`src/rtl/address_sequencer.sv`:
```
// address_sequencer: presents a sequence of {column,row} addresses to a
// downstream store using a newAddress/storageReady handshake.
// Linear mode walks base, base+stride, ... with silent wrap-around.
// Defining ADDRSEQ_TABLE_EN compiles in a writable address table and table
// mode; without it mode is treated as 0 and the table ports are ignored.
module address_sequencer #(
  parameter int COLINDEXBITS = 4,
  parameter int ROWINDEXBITS = 4,
  parameter int TABLEDEPTH   = 32,
  localparam int ADDRBITS    = COLINDEXBITS + ROWINDEXBITS,
  localparam int TBLBITS     = $clog2(TABLEDEPTH)
) (
  input  logic                clock,
  input  logic                reset,
  input  logic                start,
  input  logic                stop,
  input  logic                mode,
  input  logic [ADDRBITS-1:0] base,
  input  logic [ADDRBITS-1:0] stride,
  input  logic [ADDRBITS:0]   length,
  input  logic                continuous,
  input  logic                storageReady,
  output logic [ADDRBITS-1:0] address,
  output logic                newAddress,
  output logic                busy,
  output logic                done,
  input  logic                tblWrite,
  input  logic [TBLBITS-1:0]  tblWrAddr,
  input  logic [ADDRBITS-1:0] tblWrData
);

  localparam logic [ADDRBITS:0] LEN_ONE = (ADDRBITS+1)'(1);

  typedef enum logic [1:0] {IDLE, RUN, DONE} state_t;

  state_t state, next_state;

  logic [ADDRBITS-1:0] cfg_base;
  logic [ADDRBITS-1:0] cfg_stride;
  logic [ADDRBITS:0]   cfg_length;
  logic                cfg_continuous;
  logic [ADDRBITS:0]   index;
  logic [ADDRBITS-1:0] lin_addr;
  logic [ADDRBITS-1:0] element;
  logic                accept;
  logic                last;

  assign busy       = (state == RUN);
  assign newAddress = busy;
  assign done       = (state == DONE);
  assign address    = busy ? element : '0;
  assign accept     = newAddress && storageReady;
  assign last       = (index == cfg_length - LEN_ONE);

  // State register; reset wins over every other input.
  always_ff @(posedge clock) begin
    if (reset) state <= IDLE;
    else       state <= next_state;
  end

  // Next-state logic: stop beats a simultaneous acceptance, a zero-length
  // start goes straight to DONE, continuous passes never leave RUN.
  always_comb begin
    next_state = state;
    case (state)
      IDLE: begin
        if (start) next_state = (length == '0) ? DONE : RUN;
      end
      RUN: begin
        if (stop) next_state = IDLE;
        else if (accept && last && !cfg_continuous) next_state = DONE;
      end
      DONE:    next_state = IDLE;
      default: next_state = IDLE;
    endcase
  end

  // Configuration capture at start and element advance on each acceptance;
  // the linear address is accumulated so no multiplier is needed.
  always_ff @(posedge clock) begin
    if (reset) begin
      cfg_base       <= '0;
      cfg_stride     <= '0;
      cfg_length     <= '0;
      cfg_continuous <= 1'b0;
      index          <= '0;
      lin_addr       <= '0;
    end else begin
      case (state)
        IDLE: begin
          if (start) begin
            cfg_base       <= base;
            cfg_stride     <= stride;
            cfg_length     <= length;
            cfg_continuous <= continuous;
            index          <= '0;
            lin_addr       <= base;
          end
        end
        RUN: begin
          if (!stop && accept) begin
            if (last) begin
              index    <= '0;
              lin_addr <= cfg_base;
            end else begin
              index    <= index + LEN_ONE;
              lin_addr <= lin_addr + cfg_stride;
            end
          end
        end
        default: ;
      endcase
    end
  end

`ifdef ADDRSEQ_TABLE_EN
  logic [ADDRBITS-1:0] table_mem [TABLEDEPTH];
  logic                cfg_mode;

  // Table writes land only while no sequence is running; contents survive reset.
  always_ff @(posedge clock) begin
    if (tblWrite && state != RUN) table_mem[tblWrAddr] <= tblWrData;
  end

  // Mode is captured together with the rest of the configuration.
  always_ff @(posedge clock) begin
    if (reset)                     cfg_mode <= 1'b0;
    else if (state == IDLE && start) cfg_mode <= mode;
  end

  assign element = cfg_mode ? table_mem[index[TBLBITS-1:0]] : lin_addr;
`else
  logic unused_table_ports;
  assign unused_table_ports = ^{mode, tblWrite, tblWrAddr, tblWrData};
  assign element = lin_addr;
`endif

endmodule

```
`config.mk`:
```
export PLATFORM = sky130hd
export DESIGN_NAME = address_sequencer
export DESIGN_NICKNAME = d
export VERILOG_FILES = /design/src/rtl/address_sequencer.sv
export SDC_FILE = /design/constraint.sdc
export NUM_CORES = 1
export LEC_CHECK = 0
export CAP_MARGIN = 20
export CORE_ASPECT_RATIO = 1.1
export CORE_UTILIZATION = 51
export DETAILED_ROUTE_END_ITERATION = 10
export GPL_TIMING_DRIVEN = 0
export PLACE_DENSITY = 0.83
export SKIP_CTS_REPAIR_TIMING = 1
export SYNTH_ARGS = -nofsm -noshare
export SYNTH_HDL_FRONTEND = slang
export SYNTH_SLANG_ARGS = --single-unit
export TNS_END_PERCENT = 20
```
`constraint.sdc`:
```
create_clock -name clock -period 2.9 [get_ports clock]
set_input_delay 0.29 -clock clock [delete_from_list [all_inputs] [get_ports clock]]
set_output_delay 0.29 -clock clock [all_outputs]
set_load 0.01 [all_outputs]
```
==> results of run 1 <==
[cells by family (layout without fill, tap and decap cells)]
kind of cell	Yosys count	in the layout	share of synthesized area, %
compound gates	84	84	20.4
xor+xnor	12	12	3.90
fa+ha+maj	10	10	4.92
buf+inv	27	76	4.73
flops	45	45	33.4
mux	8	8	3.20
simple gates	156	156	29.5
[worst max-delay path by stage]
stage                        startpoint          to  slack (ns)  depth (start not counted)
after CTS                 cfg_length[0]  element[4]        0.03                          9
after global routing      cfg_length[2]  element[4]        0.02                          8
after global placement    cfg_length[0]  element[4]        0.16                          9
after detailed placement  cfg_length[0]  element[4]        0.06                          9
after floorplan           cfg_length[0]  element[4]        0.44                          9
final                     cfg_length[0]  element[4]        0.16                          9
[cell usage in the layout (no fill, tap or decap), types with 6 or more instances in the layout]
| master | instances |
|---|---|
| xor2_1 | 6 |
| ha_1 | 9 |
| and2_1 | 8 |
| clkbuf_1 | 14 |
| nor2_1 | 24 |
| nand3_1 | 6 |
| nor3_1 | 7 |
| a21oi_1 | 37 |
| dfxtp_1 | 45 |
| nor2b_1 | 6 |
| inv_1 | 10 |
| nand2_1 | 64 |
| xnor2_1 | 6 |
| o21ai_0 | 17 |
| clkdlybuf4s50_1 | 41 |
| nand2b_1 | 9 |
[critical path, delay by kind of cell, from the launching register on]
kind,cells,cell delay [ns]
fa+ha+maj,1,0.28
compound gates,2,0.45
mux,1,0.35
simple gates,3,0.82
buf+inv,2,0.30
flops,1,0.46
[per-layer routing]
| metal | routed length (um) | GRT usage (%) |
|---|---|---|
| met1 | 2850 | 29.4 |
| met2 | 3610 | 49.9 |
| met5 | 0 | 0 |
| met4 | 218 | 13.4 |
| met3 | 333 | 4.11 |
[flip-flops by register name, summed over array words and instances (netlist names)]
name	count
element	8
index	9
cfg_continuous	1
cfg_length	9
cfg_stride	8
cfg_base	8
state	2
[synthesized netlist by cell type, types with 4 or more instances]
library cell | number | area [um2]
xor2_1 | 6 | 52.6
xnor2_1 | 6 | 52.6
o21ai_0 | 17 | 85.1
or2_2 | 4 | 25.0
a21oi_1 | 37 | 185
and3_1 | 4 | 25.0
nand3_1 | 6 | 30.0
and2_1 | 8 | 50.1
nor2b_1 | 6 | 37.5
clkbuf_1 | 13 | 48.8
dfxtp_1 | 45 | 901
nor3_1 | 7 | 35.0
nand2b_1 | 9 | 56.3
mux2_2 | 5 | 56.3
nand2_1 | 64 | 240
ha_1 | 9 | 113
inv_1 | 10 | 37.5
nor2_1 | 24 | 90.1
or3_1 | 4 | 25.0
[layout make-up]
| type | instances | share of cell area [%] |
|---|---|---|
| multi-input cells | 270 | 51.1 |
| flip-flops and latches | 45 | 27.6 |
| repair buffers | 41 | 12.6 |
| plain buffers | 17 | 2.76 |
| clock buffers | 6 | 2.22 |
| well taps | 58 | 2.22 |
| inverters | 10 | 1.15 |
| clock inverters | 2 | 0.307 |
[metrics by stage]
stage                     total power [mW]  std cells  utilization [%]  worst slack (ns)  cell area [um2]
after floorplan                      0.992        342                -             0.439             2700
after global placement                1.12        441             63.2             0.160             3180
after detailed placement              1.14        441             63.2            0.0581             3180
after CTS                             1.51        449             64.8            0.0317             3260
after global routing                  1.60        449             64.8            0.0199             3260
final                                 1.52        449             64.8             0.163             3260
[power by group]
group          internal [mW]  switching, mW
Sequential             0.665         0.0412
Clock                  0.167          0.217
Combinational          0.190          0.235
==> impl_metrics.json, run 1 <==
{
  "num_rows": 27,
  "syn_nets": 398,
  "path_max_fanout": 10,
  "synth_edf_count": 0,
  "grt_usage_pct": 26.9,
  "irDropWorstVdd_uv": 337,
  "holdPathEnd": "cfg_base[4]",
  "wl_um": 7010,
  "setup.worst_path.class": "reg2reg",
  "gp_congestion": 0.931,
  "clock_sinks": 45,
  "finalSetupViolations": 0,
  "critical_path_required_ns": 3.12,
  "drt_iter0_drc": 152,
  "period_needed_ns": 2.74,
  "timing.max_cap.violations": 0,
  "slew_violations": 0,
  "core_um2": 5030,
  "syn_to_final_growth_pct": 21.0,
  "grt-ovfl-total": 0,
  "worst_ep_arrival_time_ns": 2.96,
  "ys_seq_area_share_pct": 33.4,
  "cts_tree": "done",
  "regArea_um2": 901,
  "worst-r2r-setup-slack_ns": 0.16,
  "synth_seq_cells": 45,
  "slew_headroom_pct": 48.7,
  "drive_above_1_share_pct": 8.18,
  "synth_cells": 342,
  "crit_path_top_delay_cell": "dfxtp_1",
  "rr_worst_depth": 9,
  "cts_root_buf": "clkbuf_8",
  "worst_pin_slew_ns": 0.767,
  "synthArstFlopShare_pct": 0,
  "synth_ff_type": "dfxtp_1",
  "tns_ns": 0,
  "wl_per_cell_um": 15.6,
  "dr.pass1.iters": 4,
  "rsz0062_at_grt": "false",
  "synthesis.area_um2": 2700,
  "start_util_pct": 53.6,
  "path_clk_slew_ns": 0.09,
  "cts_max_level": 2,
  "hold_viol_final": 0,
  "grt_pass1_vias": 2622,
  "antenna_left": 0,
  "yosys_warnings": 0,
  "yosysUniqueCellTypes": 56,
  "antenna_found_initial": 0,
  "cts_buffer_depth": 2,
  "io_buffer_count": 41,
  "startpoint_type": "flip-flop",
  "status": "finished clean",
  "diodes": 0,
  "holdWs_ns": 0.463,
  "skew_ns": 0.00698,
  "timing.final.crit_share_pct": 94.4,
  "avgViaCountPerCell": 5.88,
  "fillers": 423,
  "syn_area_per_cell_um2": 7.88,
  "dp.final_hpwl_um": 5170,
  "leakagePower_nw": 1.24,
  "drc_errors": 0,
  "dieArea_um2": 5580,
  "cp_cell_sequence": "inv_1 -> ha_1 -> nor2b_1 -> or3_1 -> a31o_2 -> nor4_4 -> buf_6 -> mux2_2 -> o21ai_0",
  "vias": 2639,
  "max_freq_mhz": 365,
  "io_pins": 57,
  "min_delay_path_depth": 2,
  "dieWidth_um": 71.3,
  "powerDensity_nw_per_um2": 465,
  "slowest_delay_ns": 0.46,
  "multi_input_area_um2": 1670,
  "rr_startpoint": "cfg_length[0]",
  "end_kind": "flip-flop",
  "grt_pass1_wl_um": 11800,
  "nets": 446,
  "die_y_um": 78.3,
  "cts_made_buffers": 5,
  "grt_max_degree": 14,
  "holdCritStartpoint": "cfg_base[4]",
  "clock_latency_ns": 0.30,
  "hold_path.class": "reg2reg",
  "r2r-end": "element[4]"
}
(Power assumes the default switching activity.)
==> inputs of run 2 (changes only) <==
--- a/config.mk
+++ b/config.mk
@@ -11,6 +11,7 @@
 export DETAILED_ROUTE_END_ITERATION = 10
 export GPL_TIMING_DRIVEN = 0
 export PLACE_DENSITY = 0.83
+export RECOVER_POWER = 100
 export SKIP_CTS_REPAIR_TIMING = 1
 export SYNTH_ARGS = -nofsm -noshare
 export SYNTH_HDL_FRONTEND = slang
==> run 2 against run 1 <==
Net effect: clock power hardly changed; clock skew down 0.00055 ns; critical endpoint unchanged; die area did not move; largest power group unchanged.
==> impl_metrics.json, run 2 (synthesis results as in run 1) <==
{
  "cts_made_buffers": 5,
  "powerDensity_nw_per_um2": 466,
  "hold_viol_final": 0,
  "drt_iter0_drc": 131,
  "min_delay_path_depth": 2,
  "wl_per_cell_um": 15.7,
  "setup.worst_path.class": "reg2reg",
  "grt_usage_pct": 26.9,
  "cp_num_buf_inv": 2,
  "end_kind": "flip-flop",
  "timing.final.crit_share_pct": 93.8,
  "start_util_pct": 53.6,
  "path_clk_slew_ns": 0.09,
  "grt-ovfl-total": 0,
  "cts_root_buf": "clkbuf_8",
  "r2r-end": "element[4]",
  "slew_headroom_pct": 48.5,
  "io_pins": 57,
  "cts_buffer_depth": 2,
  "rsz0062_at_grt": "false",
  "cp_cell_sequence": "inv_1 -> ha_1 -> nor2b_1 -> or3_1 -> a31o_2 -> nor4_4 -> buf_6 -> mux2_2 -> o21ai_0",
  "wl_um": 7040,
  "worst_ep_arrival_time_ns": 2.94,
  "layout_commonest_cell": "nand2_1",
  "antenna_found_initial": 0,
  "dp.final_hpwl_um": 5170,
  "irDropWorstVdd_uv": 334,
  "holdPathEnd": "cfg_base[4]",
  "total_power_mw": 1.51,
  "diodes": 0,
  "cp.depth": 9,
  "core_um2": 5030,
  "worst-r2r-setup-slack_ns": 0.18,
  "critical_path_required_ns": 3.12,
  "grt_pass1_vias": 2622,
  "period_needed_ns": 2.72,
  "slowest_delay_ns": 0.46,
  "final_cell_mix": "nand2_1, dfxtp_1, a21oi_1, clkdlybuf4s50_1, nor2_1",
  "clock_sinks": 45,
  "vias": 2631,
  "finalSetupViolations": 0,
  "leakagePower_nw": 1.25,
  "dieArea_um2": 5580,
  "crit_family": "simple AND/OR/NAND/NOR gates",
  "dp_cells": 441,
  "crit_path_top_delay_cell": "dfxtp_1",
  "holdCritStartpoint": "cfg_base[4]",
  "drc_errors": 0,
  "cts_max_level": 2,
  "gp_congestion": 0.931,
  "syn_to_final_growth_pct": 19.9,
  "tns_ns": 0,
  "clock_latency_ns": 0.30,
  "avgViaCountPerCell": 5.86,
  "dr.pass1.iters": 4,
  "drive_above_1_share_pct": 7.67,
  "nets": 446,
  "antenna_left": 0,
  "cts_tree": "done",
  "rr_worst_depth": 9,
  "grt_max_degree": 14,
  "worst_pin_slew_ns": 0.773,
  "num_rows": 27,
  "startpoint_type": "flip-flop",
  "io_buffer_count": 41,
  "hold_path.class": "reg2reg",
  "dieWidth_um": 71.3,
  "holdWs_ns": 0.461,
  "largestRegisters": "cfg_length (9), index (9)",
  "status": "finished clean",
  "slew_violations": 0,
  "die_y_um": 78.3,
  "grt_pass1_wl_um": 11800,
  "timing.max_cap.violations": 0,
  "skew_ns": 0.00643,
  "layout_setup_ws_ns": 0.179,
  "path_max_fanout": 10,
  "final_cells": 449,
  "max_freq_mhz": 368,
  "crit_start": "cfg_length[0]",
  "dpl_worst_slack_ns": 0.0581,
  "rr_startpoint": "cfg_length[0]"
}
run 2: worst max path at each step:
stage                       endpoint  slack, ns
after floorplan           element[4]       0.44
after global routing      element[4]       0.06
after detailed placement  element[4]       0.06
final                     element[4]       0.18
after CTS                 element[4]       0.03
after global placement    element[4]       0.16
run 2: tightest hold or removal path, cell delays in order (launching register included):
cell,delay [ns]
dfxtp_1,0.32
nand2_1,0.05
a21oi_1,0.05
run 2: cell type report:
cell class	instances	area, um2
multi-input cells	270	1640
fillers	428	1800
clock buffers	6	72.6
clock inverters	2	10.0
repair buffers	41	410
plain buffers	17	83.8
well taps	58	72.6
flip-flops and latches	45	901
inverters	10	37.5
run 2: power by group:
group          total [mW]  internal [mW]  switching (mW)
Clock               0.383          0.167           0.215
Sequential          0.706          0.665          0.0411
Combinational       0.417          0.186           0.231
Total                1.51           1.02           0.488
run 2: through the flow:
step / utilization, % / area (um2)
floorplan: - / 2700
global placement: 63.2 / 3180
detailed placement: 63.2 / 3180
CTS: 64.8 / 3260
global route: 64.2 / 3230
finish: 64.2 / 3230
run 2: routing by layer:
layer,track usage (%),up-vias,part of all wire [%]
met5,0,-,0
met2,49.9,75,52
met4,13.4,0,2.8
met3,4.11,20,4.2
met1,29.4,1246,41
li1,-,1290,-
